--- src/rtl/slow_clock_gen.sv ---
// Programmable slow clock with registered rise/fall strobes; outputs change one cycle after the deciding edge.
// Config is a valid/ready slot that stays full (cfg_ready=0) until its values are applied at a period boundary.
module slow_clock_gen #(
  parameter int unsigned CNT_W      = 16,
  parameter int unsigned PCNT_W     = 8,
  parameter int unsigned DEFAULT_HI = 1,
  parameter int unsigned DEFAULT_LO = 1
) (
  input  logic              clk,
  input  logic              rst_l,
  input  logic              en,
  input  logic              cfg_valid,
  output logic              cfg_ready,
  input  logic [CNT_W-1:0]  cfg_hi,
  input  logic [CNT_W-1:0]  cfg_lo,
  output logic              clk_slow,
  output logic              rise,
  output logic              fall,
  output logic              busy,
  output logic [PCNT_W-1:0] period_cnt
);

  localparam logic [CNT_W-1:0] L_ONE    = CNT_W'(1);
  localparam logic [CNT_W-1:0] L_RST_HI = (DEFAULT_HI == 0) ? L_ONE : CNT_W'(DEFAULT_HI);
  localparam logic [CNT_W-1:0] L_RST_LO = (DEFAULT_LO == 0) ? L_ONE : CNT_W'(DEFAULT_LO);

  typedef enum logic [1:0] {
    ST_IDLE = 2'd0,
    ST_HIGH = 2'd1,
    ST_LOW  = 2'd2
  } state_t;

  state_t              r_state;
  logic [CNT_W-1:0]    r_pcnt;
  logic [CNT_W-1:0]    r_hi_len;
  logic [CNT_W-1:0]    r_lo_len;
  logic [CNT_W-1:0]    r_sh_hi;
  logic [CNT_W-1:0]    r_sh_lo;
  logic                r_pend;
  logic                r_clk_slow;
  logic                r_rise;
  logic                r_fall;
  logic [PCNT_W-1:0]   r_period_cnt;

  state_t              w_state_nxt;
  logic [CNT_W-1:0]    w_pcnt_nxt;
  logic [CNT_W-1:0]    w_hi_nxt;
  logic [CNT_W-1:0]    w_lo_nxt;
  logic [CNT_W-1:0]    w_sh_hi_nxt;
  logic [CNT_W-1:0]    w_sh_lo_nxt;
  logic                w_pend_nxt;
  logic                w_clk_nxt;
  logic                w_rise_nxt;
  logic                w_fall_nxt;
  logic [PCNT_W-1:0]   w_per_nxt;
  logic                w_start;
  logic                w_apply;
  logic [CNT_W-1:0]    w_hi_eff;

  // Zero-length phases are clamped when captured so the counters never underflow.
  function automatic logic [CNT_W-1:0] sat1(input logic [CNT_W-1:0] v);
    return (v == '0) ? L_ONE : v;
  endfunction

  always_comb begin
    w_state_nxt = r_state;
    w_pcnt_nxt  = r_pcnt;
    w_hi_nxt    = r_hi_len;
    w_lo_nxt    = r_lo_len;
    w_sh_hi_nxt = r_sh_hi;
    w_sh_lo_nxt = r_sh_lo;
    w_pend_nxt  = r_pend;
    w_clk_nxt   = 1'b0;
    w_rise_nxt  = 1'b0;
    w_fall_nxt  = 1'b0;
    w_per_nxt   = r_period_cnt;
    w_start     = 1'b0;

    unique case (r_state)
      ST_IDLE: w_start = en;
      ST_HIGH: begin
        w_clk_nxt = 1'b1;
        if (r_pcnt == '0) begin
          w_state_nxt = ST_LOW;
          w_clk_nxt   = 1'b0;
          w_fall_nxt  = 1'b1;
          w_pcnt_nxt  = r_lo_len - L_ONE;
        end else begin
          w_pcnt_nxt  = r_pcnt - L_ONE;
        end
      end
      ST_LOW: begin
        if (r_pcnt != '0) begin
          w_pcnt_nxt = r_pcnt - L_ONE;
        end else if (en) begin
          w_start = 1'b1;
        end else begin
          w_state_nxt = ST_IDLE;
        end
      end
      default: w_state_nxt = ST_IDLE;
    endcase

    // Shadow lands only at a period boundary or while idle, never mid-period.
    w_apply  = r_pend && ((r_state == ST_IDLE) || w_start);
    w_hi_eff = w_apply ? r_sh_hi : r_hi_len;
    if (w_apply) begin
      w_hi_nxt   = r_sh_hi;
      w_lo_nxt   = r_sh_lo;
      w_pend_nxt = 1'b0;
    end

    if (w_start) begin
      w_state_nxt = ST_HIGH;
      w_clk_nxt   = 1'b1;
      w_rise_nxt  = 1'b1;
      w_per_nxt   = r_period_cnt + PCNT_W'(1);
      w_pcnt_nxt  = w_hi_eff - L_ONE;
    end

    // A transfer cannot coincide with an apply: it needs the slot empty.
    if (cfg_valid && !r_pend) begin
      w_sh_hi_nxt = sat1(cfg_hi);
      w_sh_lo_nxt = sat1(cfg_lo);
      w_pend_nxt  = 1'b1;
    end
  end

  always_ff @(posedge clk or negedge rst_l) begin
    if (!rst_l) begin
      r_state      <= ST_IDLE;
      r_pcnt       <= '0;
      r_hi_len     <= L_RST_HI;
      r_lo_len     <= L_RST_LO;
      r_sh_hi      <= L_RST_HI;
      r_sh_lo      <= L_RST_LO;
      r_pend       <= 1'b0;
      r_clk_slow   <= 1'b0;
      r_rise       <= 1'b0;
      r_fall       <= 1'b0;
      r_period_cnt <= '0;
    end else begin
      r_state      <= w_state_nxt;
      r_pcnt       <= w_pcnt_nxt;
      r_hi_len     <= w_hi_nxt;
      r_lo_len     <= w_lo_nxt;
      r_sh_hi      <= w_sh_hi_nxt;
      r_sh_lo      <= w_sh_lo_nxt;
      r_pend       <= w_pend_nxt;
      r_clk_slow   <= w_clk_nxt;
      r_rise       <= w_rise_nxt;
      r_fall       <= w_fall_nxt;
      r_period_cnt <= w_per_nxt;
    end
  end

  assign cfg_ready  = !r_pend;
  assign clk_slow   = r_clk_slow;
  assign rise       = r_rise;
  assign fall       = r_fall;
  assign busy       = (r_state != ST_IDLE);
  assign period_cnt = r_period_cnt;

endmodule
--- config.mk ---
export PLATFORM = sky130hd
export DESIGN_NAME = slow_clock_gen
export DESIGN_NICKNAME = d
export VERILOG_FILES = /design/src/rtl/slow_clock_gen.sv
export SDC_FILE = /design/constraint.sdc
export NUM_CORES = 1
export LEC_CHECK = 0
export BUFFER_PORTS_ARGS = -buffer_cell sky130_fd_sc_hd__buf_2
export CAP_MARGIN = 10
export CORE_MARGIN = 10
export CORE_UTILIZATION = 50
export CTS_BUF_LIST = sky130_fd_sc_hd__clkbuf_16
export DETAILED_ROUTE_END_ITERATION = 10
export PLACE_DENSITY = 0.69
export SLEW_MARGIN = 0
export SYNTH_ARGS = -nofsm -noshare
export SYNTH_HDL_FRONTEND = slang
export SYNTH_SLANG_ARGS = --single-unit
--- constraint.sdc ---
create_clock -name clk -period 4.3 [get_ports clk]
set_input_delay 1.29 -clock clk [delete_from_list [all_inputs] [get_ports clk]]
set_output_delay 1.29 -clock clk [all_outputs]
set_load 0.02 [all_outputs]
==> impl_metrics.ini, run 1 <==
[critical_path]
cp-start-kind = flip-flop
r2r_cells = 9
endpoint_kind = flip-flop
cp_cell_sequence = inv_1, ha_1, or4b_1, nand4bb_1, a21o_1, inv_1, or2_2, nor2_1, a221o_1
crit_path_top_delay_cell = inv_1
r2r_start = r_pcnt[0]
cp.arrival_ns = 3.66
cpPeakStageDelay_ns = 0.56
crit_fanout = 22
crit_type = reg2reg
path_common_cell = inv_1
worstReg2RegEnd = r_pcnt[10]
rrSetupSlack_ns = 0.86
cp.required_ns = 4.52

[cells_and_area]
fin_nets = 545
area_delta_synth_final_pct = 13.96
finalNonFillerCells = 643
antenna_cells = 0
final_cell_area_mm2 = 0.005568
drive_gt1_share_pct = 28.24
nFillCells = 860

[sta]
period_share_pct = 80.03
rsz0062_at_grt = no
holdWs_ns = 0.4672
hold_violations = 0
final_max_slew_viol_count = 0
setup_viol = 0
fmax_ghz = 0.2906
fin_skew_ns = 0.006896
period_needed_ns = 3.441
tightest_slew_ns = 0.9538
setup-tns-final_ns = 0
relSlewSlack_pct = 35.83
postLayoutSetupSlackWorst_ns = 0.8589

[global_route]
grt_pass1_wl_um = 18220
grt_start_max_net_pins = 73
grt_pass1_vias = 3702
grt_antenna_before_repair = 0
grt_usage_pct = 15.41
overflow = 0

[min_path]
hold_class = reg2reg
hold_path_end = period_cnt[7]
worst_hold_startpoint = period_cnt[7]
hold_path_depth = 1

[routing]
wl_um = 10710
route.detailed.drc = 0
wl_per_cell_um = 16.65
initialDrtViolationCount = 289
vias = 3615
first_pass_iters = 5
ant_nets = 0
vias_per_cell = 5.622

[clock_network]
cts_hold_buffers = 0
cts.path.max_buffers = 2
path_clk_slew_ns = 0.06
postCtsSetupBuffers = 0
post_cts_resized = 0
cts.htree.levels = 3
tritoncts = built
clk_latency_ns = 0.34
cts_num_sinks = 94
cts_buffers = 9
root_buffer = clkbuf_16

[yosys]
syn_area_per_cell_um2 = 10.71
synth-seq-cells = 94
seq_area_frac_synth_pct = 48.25
yosysMostFrequentCell = dfrtp_1
synth_warnings = 0
synth_top_area_cell = dfrtp_1
synth_top_area_share_pct = 46.09
netlist_area_mm2 = 0.004886
synth_top_flop_cell = dfrtp_1
synth_edf_count = 0
synth.area.top_cells = dfrtp_1 46%, mux2_2 14%, xnor2_1 3.4%, xor2_1 3.2%, nand2_1 3.0%
synth_cell_types = 57
syn_nets = 496
syn_inst = 456
synth_common_cells = 90 x dfrtp_1, 61 x mux2_2, 39 x nand2_1
synthArstFlopShare_pct = 100.0

[place]
dp_cells = 627
place_ws_ns = 0.8794
dp_hpwl_um = 7881
place_area_mm2 = 0.005254
portBuffers = 48
globalplace.congestion = 0.8831

[flow_run]
cap_violations = 0

[floorplanning]
die-width_um = 118.9
die_area_mm2 = 0.01413
rows = 36
die_h_um = 118.9
core-area_mm2 = 0.009639
ios = 49
start_util_pct = 50.69

[power]
power_density_mw_per_mm2 = 447.9
peakVddDrop_mv = 0.2412
p_leak_uw = 0.002631

[outcome]
status = completed
[state kept, by name, summed over array words and instances, names as in the netlist]
register / count
r_pend: 1
r_sh_hi: 16
r_state: 2
r_pcnt: 16
r_lo_len: 16
r_hi_len: 16
rise: 1
clk_slow: 1
fall: 1
period_cnt: 8
r_sh_lo: 16
[final cells by class]
cell class	count	area (um^2)	area share, %
clock buffers	9	225.2	4.045
flip-flops and latches	94	2357	42.34
multi-input cells	331	2379	42.72
repair buffers	56	302.8	5.438
clock inverters	7	88.84	1.596
well taps	133	166.4	2.989
inverters	13	48.80	0.8764
[worst max-delay path: cells and delay by family (launching register included)]
family | cells | cell delay (ns)
adder cells (fa/ha/maj) | 1 | 0.16
flip-flops | 1 | 0.40
AO/OA/AOI/OAI | 2 | 0.69
buffers and inverters | 2 | 0.69
AND/OR/NAND/NOR | 4 | 1.37
[how the worst max path moves through the flow]
stage	start	endpoint	slack, ns	cells past startpoint
2_1_floorplan	en	r_lo_len[10]	1.77	6
3_5_place_dp	r_pcnt[0]	r_pcnt[10]	0.88	9
3_3_place_gp	r_pcnt[0]	r_pcnt[10]	0.99	9
4_1_cts	r_pcnt[0]	period_cnt[6]	0.88	10
6_report	r_pcnt[0]	r_pcnt[10]	0.86	9
5_1_grt	r_pcnt[0]	period_cnt[6]	0.63	10
[cell usage in the layout (no fill, tap or decap), types with 3 or more instances in the layout]
| cell type | n |
|---|---|
| a31oi_1 | 4 |
| nand4_1 | 5 |
| dfrtp_1 | 90 |
| a21oi_1 | 20 |
| xor2_1 | 18 |
| or4_1 | 4 |
| nand2_1 | 39 |
| inv_1 | 14 |
| dfstp_2 | 4 |
| mux2i_1 | 4 |
| a211oi_1 | 8 |
| ha_1 | 4 |
| buf_2 | 47 |
| a21o_1 | 3 |
| nor4_1 | 10 |
| xnor2_1 | 19 |
| nor3_1 | 19 |
| or3_1 | 3 |
| clkbuf_16 | 9 |
| o22ai_1 | 3 |
| o21a_1 | 3 |
| nand3_1 | 9 |
| o21ai_0 | 18 |
| nor2_1 | 33 |
| buf_4 | 9 |
| and3_1 | 3 |
| mux2_2 | 61 |
[metal layers]
layer	vias up	wire (um)	track usage [%]
met5	-	0	0
met4	0	94	4.885
met3	8	410	2.740
met2	84	5109	24.37
met1	1770	5091	21.04
li1	1753	-	-
[kinds of logic after synthesis]
group	synth area share, %
AOI/OAI and AO/OA	10.81
xor gates and xnor gates	6.633
adders and majority gates	1.024
buffers and inverters	3.098
DFF	48.25
muxes	16.08
and+or+nand+nor	14.11
[power breakdown]
group | internal [uW] | total, uW | switching, uW
sequential | 1020 | 1160 | 147
clock | 506 | 832 | 326
combinational | 248 | 498 | 249
[through the flow]
| step | total power, uW | util (%) |
|---|---|---|
| 6_report | 2494 | 57.76 |
| 5_1_grt | 2632 | 57.76 |
| 4_1_cts | 2514 | 57.76 |
| 3_5_place_dp | 1676 | 54.50 |
| 3_3_place_gp | 1660 | 54.50 |
| 2_1_floorplan | 1510 | - |
No activity file was read; power rests on OpenSTA's default activity.
==> inputs of run 2 (changes only) <==
- ABC_AREA: not set -> 1
- clock period: 4.3 -> 3.2 ns (I/O delays scaled with it)
==> run 2 against run 1 <==
Compared with the run above:
- area after synthesis is 8.3% higher
- setup slack worse by 0.26 ns
- clock power is 32% higher
- critical endpoint is now r_pcnt[5]
==> impl_metrics.ini, run 2 <==
[floorplanning]
die_h_um = 122.9
die_area_mm2 = 0.01510
rows = 37
die-width_um = 122.9
core-area_mm2 = 0.01032
start_util_pct = 51.28
ios = 49

[clock_network]
post_cts_resized = 0
path_clk_slew_ns = 0.07
cts_buffers = 9
cts.path.max_buffers = 2
cts.htree.levels = 3
root_buffer = clkbuf_16
clk_latency_ns = 0.34
postCtsSetupBuffers = 0
cts_hold_buffers = 0
tritoncts = built
cts_num_sinks = 94

[global_route]
overflow = 0
grt_pass1_wl_um = 21600
grt_antenna_before_repair = 0
grt_start_max_net_pins = 47
grt_usage_pct = 17.68
grt_pass1_vias = 4448

[outcome]
status = completed

[routing]
vias_per_cell = 5.208
initialDrtViolationCount = 324
highest_layer = met4
met3WireLength_um = 625
first_pass_iters = 5
wl_met1_um = 5909
wl_um = 12730
wl_per_cell_um = 14.51
vias = 4567
wl_met2_um = 6021
route.detailed.drc = 0
ant_nets = 0

[yosys]
syn_inst = 692
synth_cell_types = 37
synthAdderAreaFrac_pct = 0.9454
netlist_area_mm2 = 0.005294
synth_top_flop_cell = dfrtp_1
synth-xor-area-share_pct = 2.647
syn_area_per_cell_um2 = 7.650
synth_warnings = 0
synth-seq-cells = 94
synth_top_area_share_pct = 42.54
synth_common_cells = 200 x nand2_1, 90 x dfrtp_1, 71 x inv_1
seq_area_frac_synth_pct = 44.53
yosysMostFrequentCell = nand2_1
synth_top_family_by_area = simple AND/OR/NAND/NOR gates
synth_compound_area_share_pct = 9.761
synthSimpleGateAreaFrac_pct = 34.18
syn_nets = 732
synth.area.mux_share_pct = 0
synth.area.top_cells = dfrtp_1 43%, nand2_1 14%, inv_1 5.0%, nand3_1 4.9%, o21ai_0 4.8%
synthArstFlopShare_pct = 100.0
synth_edf_count = 0
synth_top_area_cell = dfrtp_1

[power]
peakVddDrop_mv = 0.2721
p_leak_uw = 0.003043
power_density_mw_per_mm2 = 461.0

[cells_and_area]
fin_nets = 776
final_cell_mix = 200 x nand2_1, 90 x dfrtp_1, 71 x inv_1
final_util_pct = 57.67
drive_gt1_share_pct = 17.14
final_common_cell = nand2_1
area_delta_synth_final_pct = 12.46
antenna_cells = 0
final_cell_area_mm2 = 0.005953

[sta]
rsz0062_at_grt = no
final_max_slew_viol_count = 0
fin_skew_ns = 0.008024
relSlewSlack_pct = 59.71
fmax_ghz = 0.3851
tightest_slew_ns = 0.6043
setup-tns-final_ns = 0
period_needed_ns = 2.597
setup_viol = 0
period_share_pct = 81.15
hold_violations = 0
holdWs_ns = 0.4783

[min_path]
hold_path_end = period_cnt[7]
hold_path_depth = 1
hold_class = reg2reg
worst_hold_startpoint = period_cnt[7]

[critical_path]
worstReg2RegEnd = r_pcnt[5]
r2r_cells = 18
crit_fanout = 24
r2r_start = r_pcnt[0]
cp.required_ns = 3.43
cp-start-kind = flip-flop
crit_type = reg2reg
cp.arrival_ns = 2.83
endpoint_kind = flip-flop
rrSetupSlack_ns = 0.60

[place]
dp_hpwl_um = 9815
portBuffers = 48
place_area_mm2 = 0.005647
globalplace.congestion = 0.9049

[flow_run]
cap_violations = 0
run 2: final cells by class:
class	count	area, um^2
Multi-Input combinational cell	500	2519
Sequential cell	94	2357
Inverter	74	277.8
Clock inverter	7	81.33
Clock buffer	9	225.2
Tap cell	136	170.2
Fill cell	982	4370
Timing Repair Buffer	57	322.8
run 2: worst max-delay path, stage by stage, from the launching register on:
cell and delay (ns):
dfrtp_1 0.36, inv_1 0.16, ha_1 0.24, nand2_2 0.08, nor2_4 0.12, nand2_4 0.08, nand2_4 0.08, nand2_4 0.08
nand2_4 0.08, buf_4 0.25, nand3b_1 0.10, nand2_1 0.19, nand2_1 0.11, nor2_2 0.19, nand2_1 0.09, nand2_1 0.06
nand2_1 0.05, a21oi_1 0.11, nor2_1 0.05
run 2: stage by stage:
step | setup WS, ns | power (uW) | cells
floorplan | 0.8182 | 1542 | 692
global placement | 0.4754 | 1650 | 861
detailed placement | 0.4297 | 1667 | 861
CTS | 0.5799 | 2769 | 877
global route | 0.3270 | 2877 | 877
finish | 0.6031 | 2744 | 877
run 2: worst max path at each step:
| stage | start | to | slack (ns) | cells after the start |
|---|---|---|---|---|
| after global routing | r_pcnt[0] | r_pcnt[5] | 0.33 | 18 |
| final | r_pcnt[0] | r_pcnt[5] | 0.60 | 18 |
| after global placement | en | r_pcnt[12] | 0.48 | 14 |
| after CTS | r_pcnt[0] | r_pcnt[5] | 0.58 | 18 |
| after floorplan | en | r_pcnt[5] | 0.82 | 16 |
| after detailed placement | en | r_pcnt[5] | 0.43 | 15 |
run 2: layer usage:
layer	up-vias	GRT usage (%)
met5	-	0
met4	0	4.934
met3	13	3.464
met2	94	29.38
met1	2148	23.01
li1	2312	-
run 2: cell families (layout without fill, tap and decap cells):
| family | after synthesis | in the layout |
|---|---|---|
| fa+ha+maj | 4 | 4 |
| flops | 94 | 94 |
| compound gates | 94 | 94 |
| buf+inv | 98 | 147 |
| xor+xnor | 16 | 16 |
| simple gates | 386 | 386 |
run 2: power breakdown:
group          leakage [uW]  internal (uW)  switching, uW
Combinational       0.00169           87.4            134
Sequential          0.00121           1330           92.1
Clock              0.000146            618            482
Total               0.00304           2040            708
==> inputs of run 3 (changes only) <==
- clock period: 3.2 -> 2.6 ns (I/O delays scaled with it)
==> run 3 against run 2 <==
Compared with the run above:
- clock-buffer cell count is the same
- largest power group unchanged
- via count up 1.3%
- sequential power up 23%
- critical path type unchanged
- maximum frequency is 5.7% higher
- global-route usage up 0.56 points
- largest cell class unchanged
==> impl_metrics.ini, run 3 (synthesized netlist as in run 2, its figures left out) <==
[sta]
relSlewSlack_pct = 57.72
tightest_slew_ns = 0.6263
fmax_ghz = 0.4069
holdWs_ns = 0.3826
setup-tns-final_ns = 0
period_needed_ns = 2.457
period_share_pct = 94.52
fin_skew_ns = 0.009369
final_max_slew_viol_count = 0
hold_violations = 0
setup_viol = 0

[power]
pwr-share-clk_pct = 42.7
combPwrFrac_pct = 8.1
peakVddDrop_mv = 0.4125
p_leak_uw = 0.003120
seq_power_share_pct = 49.2
power_density_mw_per_mm2 = 574.8
internal-power_uw = 2682
power_uw = 3527
p_sw_uw = 845.1
netSwitchingFraction_pct = 23.96

[routing]
vias = 4626
route.detailed.drc = 0
wl_um = 13230
ant_nets = 0
first_pass_iters = 5
wl_per_cell_um = 14.90
initialDrtViolationCount = 292
vias_per_cell = 5.209

[global_route]
grt_pass1_wl_um = 22360
grt_antenna_before_repair = 0
grt_usage_pct = 18.23
grt_pass1_vias = 4628
overflow = 0
grt_start_max_net_pins = 46

[outcome]
status = completed

[place]
dp_cells = 870
portBuffers = 48
place_area_mm2 = 0.005727
dp_hpwl_um = 9840
globalplace.congestion = 0.9204

[cells_and_area]
finalNonFillerCells = 888
drive_gt1_share_pct = 19.55
area_delta_synth_final_pct = 15.91
final_cell_area_mm2 = 0.006136
fin_nets = 787
final_common_cell = nand2_1
antenna_cells = 0
final_cell_mix = 197 x nand2_1, 90 x dfrtp_1, 71 x inv_1

[clock_network]
cts_num_sinks = 94
cts_hold_buffers = 0
tritoncts = built
path_clk_slew_ns = 0.07
root_buffer = clkbuf_16
clk_latency_ns = 0.35
cts_buffers = 9
cts.htree.levels = 3
cts.path.max_buffers = 2

[min_path]
hold_class = in2async

[floorplanning]
ios = 49
die_area_mm2 = 0.01510
start_util_pct = 51.28
core-area_mm2 = 0.01032
rows = 37
die-width_um = 122.9
die_h_um = 122.9

[critical_path]
path_common_cell = nand2_4
cpPeakStageDelay_ns = 0.39
crit_type = reg2reg
crit_path_top_delay_cell = dfrtp_1
crit_fanout = 13
cp.required_ns = 2.88
cp.arrival_ns = 2.73
cp-start-kind = flip-flop
cp_cell_sequence = inv_1, ha_2, nand2_2, nor2_4, nand2_4, nand2_4, nand2_4, nand2_8, nand2_8, nand2_4, nand2_4, nor2_2, nand2_2, nor2_4, nand2_1, nand2_1, nand3_1, a21oi_2
endpoint_kind = flip-flop

[flow_run]
cap_violations = 0
run 3: changes by cell type in the layout (fill, tap and decap cells not counted), sizes merged:
cell / before / now
buf: 57 / 67
clkinv: 1 / 4
inv: 77 / 74
bufinv: 1 / 3
clkinvlp: 2 / 0
nand2: 224 / 225
run 3: metal layers:
| metal | wire, um | vias up | global-route usage (%) |
|---|---|---|---|
| li1 | - | 2337 | - |
| met3 | 626 | 18 | 3.327 |
| met5 | 0 | - | 0 |
| met2 | 6179 | 110 | 29.55 |
| met1 | 6202 | 2161 | 24.23 |
| met4 | 226 | 0 | 5.817 |
run 3: power by group through the flow:
| stage | clock (uW) | sequential [uW] | combinational [uW] |
|---|---|---|---|
| CTS | 1520 | 1730 | 292 |
| global placement | 0 | 1750 | 276 |
| finish | 1500 | 1740 | 286 |
| detailed placement | 0 | 1760 | 289 |
| global route | 1590 | 1760 | 336 |
| floorplan | 0 | 1720 | 177 |
run 3: stage by stage:
stage          worst slack [ns]  util, %
2_1_floorplan            0.3982        -
3_3_place_gp            0.05509    55.47
3_5_place_dp            0.07598    55.47
4_1_cts                 0.08367    58.74
5_1_grt               -0.006399    59.44
6_report                 0.1426    59.44
run 3: area by class of cell:
| cell class | count | area, um^2 |
|---|---|---|
| clock buffers | 9 | 225.2 |
| clock inverters | 7 | 112.6 |
| fillers | 954 | 4188 |
| inverters | 74 | 277.8 |
| multi-input cells | 501 | 2582 |
| flip-flops and latches | 94 | 2357 |
| well taps | 136 | 170.2 |
| repair buffers | 67 | 410.4 |
run 3: worst paths after layout:
path | from | endpoint | slack (ns) | cells past startpoint
setup / recovery | r_pcnt[1] | r_pcnt[10] | 0.14 | 18
hold / removal | rst_l | r_sh_hi[2] | 0.38 | 1
setup reg to reg | r_pcnt[1] | r_pcnt[10] | 0.14 | 18
hold reg to reg | r_sh_lo[15] | r_lo_len[15] | 0.47 | 2
max in group asynchronous | rst_l | r_sh_hi[0] | 1.52 | 2
min in group clk | r_sh_lo[15] | r_lo_len[15] | 0.47 | 2
run 3: worst max-delay path: cells and delay by family, from the launching register on:
| family | cells | cell delay, ns |
|---|---|---|
| AND/OR/NAND/NOR | 15 | 1.52 |
| buffers and inverters | 1 | 0.10 |
| AO/OA/AOI/OAI | 1 | 0.15 |
| flip-flops | 1 | 0.39 |
| adder cells (fa/ha/maj) | 1 | 0.22 |
run 3: timing repair:
item,4_1_cts,5_1_grt
setup buffers,0,1
setup endpoints to repair,0,11
gates resized for setup,0,15
